### src/rtl/store_pkg.sv
// ============================================================================
// store_pkg : shared store encodings, sequencer states and fault check
// Revision  : 1.0
// ============================================================================
`default_nettype none

package store_pkg;

  localparam logic [2:0] SB = 3'h0;
  localparam logic [2:0] SH = 3'h1;
  localparam logic [2:0] SW = 3'h2;

  typedef enum logic [2:0] {
    IDLE  = 3'd0,
    READ  = 3'd1,
    WRITE = 3'd2,
    DONE  = 3'd3,
    FAULT = 3'd4
  } store_state_t;

  // True when the store must be rejected without touching memory.
  function automatic logic store_fault(input logic [2:0] funct3, input logic [1:0] lane);
    case (funct3)
      SB:      return 1'b0;
      SH:      return lane[0];
      SW:      return (lane != 2'b00);
      default: return 1'b1;
    endcase
  endfunction

endpackage

`default_nettype wire

### src/rtl/store_merge.sv
// ============================================================================
// store_merge : inserts store data into a memory word at the addressed lane
// Revision    : 1.0
// ============================================================================
`default_nettype none

module store_merge
  import store_pkg::*;
#(
  parameter int XLEN = 32
) (
  input  logic [2:0]      funct3,
  input  logic [1:0]      lane,
  input  logic [XLEN-1:0] operand1,
  input  logic [XLEN-1:0] read_word,
  output logic [XLEN-1:0] merged
);

  always_comb begin
    merged = read_word;
    case (funct3)
      SB:      merged[{lane, 3'b000} +: 8]         = operand1[7:0];
      // Halfword lanes are 0 or 2; lane[0] is a fault and never reaches here.
      SH:      merged[{lane[1], 4'b0000} +: 16]    = operand1[15:0];
      SW:      merged                              = operand1;
      default: merged                              = read_word;
    endcase
  end

endmodule

`default_nettype wire

### src/rtl/store_sequencer.sv
// ============================================================================
// store_sequencer : SB/SH read-modify-write and SW store sequencing controller
// Revision        : 1.0
// ============================================================================
`default_nettype none

module store_sequencer
  import store_pkg::*;
#(
  parameter int XLEN = 32
) (
  input  logic            clock,
  input  logic            reset,
  input  logic            start,
  input  logic [2:0]      funct3,
  input  logic [XLEN-1:0] operand1,
  input  logic [XLEN-1:0] base,
  input  logic [XLEN-1:0] immediate12_store,
  output logic            busy,
  output logic            done,
  output logic            fault,
  output logic            memory_read_request,
  output logic [XLEN-1:0] memory_read_address,
  input  logic            memory_read_valid,
  input  logic [XLEN-1:0] memory_read_value,
  output logic            memory_write_request,
  output logic [XLEN-1:0] memory_write_address,
  output logic [XLEN-1:0] memory_write_value,
  input  logic            memory_write_ready
);

  store_state_t    state;
  logic [2:0]      funct3_q;
  logic [1:0]      lane_q;
  logic [XLEN-1:0] data_q;
  logic [XLEN-1:0] ea;
  logic [XLEN-1:0] aligned;
  logic [XLEN-1:0] merged;

  assign ea      = base + immediate12_store;
  assign aligned = {ea[XLEN-1:2], 2'b00};
  assign busy    = (state != IDLE);

  store_merge #(
    .XLEN(XLEN)
  ) u_merge (
    .funct3   (funct3_q),
    .lane     (lane_q),
    .operand1 (data_q),
    .read_word(memory_read_value),
    .merged   (merged)
  );

  always_ff @(posedge clock) begin
    if (reset) begin
      state                <= IDLE;
      funct3_q             <= 3'h0;
      lane_q               <= 2'b00;
      data_q               <= '0;
      done                 <= 1'b0;
      fault                <= 1'b0;
      memory_read_request  <= 1'b0;
      memory_read_address  <= '0;
      memory_write_request <= 1'b0;
      memory_write_address <= '0;
      memory_write_value   <= '0;
    end else begin
      case (state)
        IDLE: begin
          if (start) begin
            funct3_q <= funct3;
            lane_q   <= ea[1:0];
            data_q   <= operand1;
            if (store_fault(funct3, ea[1:0])) begin
              state <= FAULT;
              done  <= 1'b1;
              fault <= 1'b1;
            end else if (funct3 == SW) begin
              state                <= WRITE;
              memory_write_request <= 1'b1;
              memory_write_address <= aligned;
              memory_write_value   <= operand1;
            end else begin
              // Write address is loaded now so both ports carry the same word.
              state                <= READ;
              memory_read_request  <= 1'b1;
              memory_read_address  <= aligned;
              memory_write_address <= aligned;
            end
          end
        end
        READ: begin
          if (memory_read_valid) begin
            state                <= WRITE;
            memory_read_request  <= 1'b0;
            memory_write_request <= 1'b1;
            memory_write_value   <= merged;
          end
        end
        WRITE: begin
          if (memory_write_ready) begin
            state                <= DONE;
            memory_write_request <= 1'b0;
            done                 <= 1'b1;
          end
        end
        DONE: begin
          state <= IDLE;
          done  <= 1'b0;
        end
        FAULT: begin
          state <= IDLE;
          done  <= 1'b0;
          fault <= 1'b0;
        end
        default: begin
          state <= IDLE;
        end
      endcase
    end
  end

endmodule

`default_nettype wire

### config.mk
export PLATFORM = sky130hd
export DESIGN_NAME = store_sequencer
export DESIGN_NICKNAME = d
export VERILOG_FILES = /design/src/rtl/store_pkg.sv /design/src/rtl/store_merge.sv /design/src/rtl/store_sequencer.sv
export SDC_FILE = /design/constraint.sdc
export NUM_CORES = 1
export LEC_CHECK = 0
export BUFFER_PORTS_ARGS = -buffer_cell sky130_fd_sc_hd__clkbuf_2
export CORE_ASPECT_RATIO = 1.1
export CORE_UTILIZATION = 40
export CTS_CLUSTER_DIAMETER = 50
export DETAILED_ROUTE_END_ITERATION = 10
export PLACE_DENSITY = 0.69
export SYNTH_ARGS = -nofsm -noshare
export SYNTH_HDL_FRONTEND = slang
export SYNTH_SLANG_ARGS = --single-unit
### constraint.sdc
create_clock -name clock -period 2.8 [get_ports clock]
set_clock_uncertainty 0.05 [all_clocks]
set_input_delay 0.14 -clock clock [delete_from_list [all_inputs] [get_ports clock]]
set_output_delay 0.14 -clock clock [all_outputs]
set_load 0.03 [all_outputs]
==> flow_summary.toml <==
[run_status]
status = "completed"

[critical_path]
endpoint_kind = "register"
start_kind = "register"
critical_path.slowest_cell = "nor2_1"
path_class = "register to register"
crit_arrival_ns = 2.71
worstPathRequired_ns = 3.11
cpMostUsedCell = "nand2_1"
worstPathCellList = "inv_1 -> ha_1 -> nor4_1 -> nand2_1 -> nor2_1 -> a222oi_1 -> nand2_1 -> o211ai_1 -> a21oi_1"
critPathMaxStageDelay_ns = 0.51
worst-path-buf-inv = 1
worstPathMaxFanout = 8
cp_top_family = "simple AND/OR/NAND/NOR gates"

[clock_network]
htreeDepth = 4
clk_pin_slew_worst_paths_ns = 0.06
ctsHoldBuffers = 37
cts_buffer_depth = 2
cts_tree = "yes"
cts_root_buf = "clkbuf_16"
numCtsBuffers = 17
clock_latency_ns = 0.42
cts_resized = 0
cts_setup_buffers = 0
clock_sinks = 136

[synthesis]
syn_inst = 1024
synth-warning-count = 0
postSynthRegisterBits = 136
syn_area_um2 = 7820
synth_cell_types = 69
synth_area_leaders = "dfxtp_1 (35%), nand2_1 (11%), a21oi_1 (9.8%)"
synthArstFlopShare_pct = 0
synth_edf_count = 0
synth.most_common_cell = "nand2_1"
ys_seq_area_share_pct = 34.8
synth.avg_cell_area_um2 = 7.63
ys.flop_type = "dfxtp_1"
synthTopCellsByCount = "nand2_1 (230), a21oi_1 (153), dfxtp_1 (136)"
synth_top_area_share_pct = 34.8
synth.largest_area_cell = "dfxtp_1"

[timing]
fin_crit_sh_pct = 85.9
setup_slack_ns = 0.396
hold_slack_ns = 0.0676
setup_viol = 0
worstMarginPinSlew_ns = 0.855
final_max_slew_viol_count = 0
finalCriticalPeriod_ns = 2.40
tns_ns = 0
rsz0062_at_grt = "false"
finalHoldViolCount = 0
slew_headroom_pct = 43.0
fmax_mhz = 416

[floorplanning]
io-pin-count = 237
core_area_um2 = 19100
dieArea_um2 = 20100
dieWidth_um = 135
row_count = 53
die_y_um = 149
initial_core_util_pct = 40.9

[layout]
drive_gt1_share_pct = 24.1
n_antenna_cell = 0
layout.nets = 1446
syn_to_final_growth_pct = 31.3

[pwr]
ir_drop_mv = 0.457
power_density_nw_per_um2 = 587
p_leak_uw = 0.00433

[flow_run]
maxCapViolations = 0

[placement]
numPortBuffers = 232
dp_slack_ns = 0.0470
dpl.hpwl_um = 18400
place_congestion = 0.909

[global_route]
grt_use_total_pct = 25.3
grt_max_degree = 86
grt_pass1_wl_um = 39900
antenna_found_initial = 0
grt-ovfl-total = 0
grt_pass1_vias = 7920

[detailed_routing]
dr.pass1.iters = 8
viasPerCell = 5.58
final_antenna_net_count = 0
drc_errors = 0
wl_per_cell_um = 16.6
drt_iter0_drc = 551
vias = 8548
totalWireLength_um = 25500

[hold_path]
min_path_type = "primary input to register"
[through the flow]
| step | total power (uW) | util, % | area, um2 | std cells |
|---|---|---|---|---|
| 2_1_floorplan | 3100 | - | 7830 | 1027 |
| 3_3_place_gp | 3560 | 48.5 | 9260 | 1464 |
| 3_5_place_dp | 3570 | 48.5 | 9260 | 1464 |
| 4_1_cts | 6040 | 53.7 | 10300 | 1533 |
| 5_1_grt | 6280 | 53.7 | 10300 | 1533 |
| 6_report | 6020 | 53.7 | 10300 | 1533 |
[tightest hold or removal path, cell delays in order]
cell,delay [ns]
clkbuf_2,0.13
a31oi_1,0.15
a211oi_1,0.06
[sequential cells by signal, indices dropped and copies added (netlist names)]
register	cells
lane_q	2
state	3
memory_read_address	30
memory_write_address	30
fault	1
done	1
data_q	32
memory_write_request	1
memory_write_value	32
funct3_q	3
memory_read_request	1
[power breakdown]
part | leakage (uW) | total [uW] | switching [uW] | internal [uW]
registers | 0.00111 | 2160 | 104 | 2060
logic | 0.00291 | 1430 | 907 | 520
clock network | 0.000311 | 2430 | 912 | 1520
[final cells by class]
class	count	area, um2
clock buffers	18	439
clock inverters	14	195
fillers	1839	8840
inverters	20	75.1
multi-input cells	797	4700
flip-flops and latches	136	2720
well taps	247	309
repair buffers	301	1820
[worst paths after layout]
check                                             from                      to  slack (ns)  depth (start not counted)
worst max register to register               lane_q[0]  memory_write_value[11]        0.40                          9
worst min register to register  memory_write_value[26]  memory_write_value[26]        0.40                          2
worst min-delay path                             start                   fault        0.07                          3
worst max-delay path                         lane_q[0]  memory_write_value[11]        0.40                          9
[kinds of logic (layout without fill, tap and decap cells)]
logic type	Yosys count	count (layout)	share of synthesized area, %
AO/OA/AOI/OAI	353	353	29.5
XOR/XNOR	15	15	1.68
adder cells (fa/ha/maj)	37	37	6.02
buffers and inverters	94	353	5.36
flip-flops	136	136	34.8
multiplexers	4	4	0.512
other	1	4	0.0480
AND/OR/NAND/NOR	384	384	22.1
[layout by cell type (no fill, tap or decap), types with 9 or more instances in the layout]
cell type        n
clkbuf_2       231
nand2_1        230
a21oi_1        152
dfxtp_1        136
nor2_1          49
o21ai_0         43
o211ai_1        38
dlygate4sd3_1   37
ha_1            36
buf_4           29
a221o_1         24
inv_1           20
nand3_1         18
clkbuf_16       17
a211oi_1        14
or3_1           12
nor3_1          12
nand3b_1        12
o21a_1          11
nand2b_1        10
a21o_1           9
o31ai_1          9
xor2_1           9
[layer usage]
metal  track usage, %  part of all wire, %
met1             30.8                   41
met2             43.4                   49
met3             4.12                  7.2
met4             11.3                  2.6
met5                0                    0
Note: power is estimated with default switching activity, not from simulation.
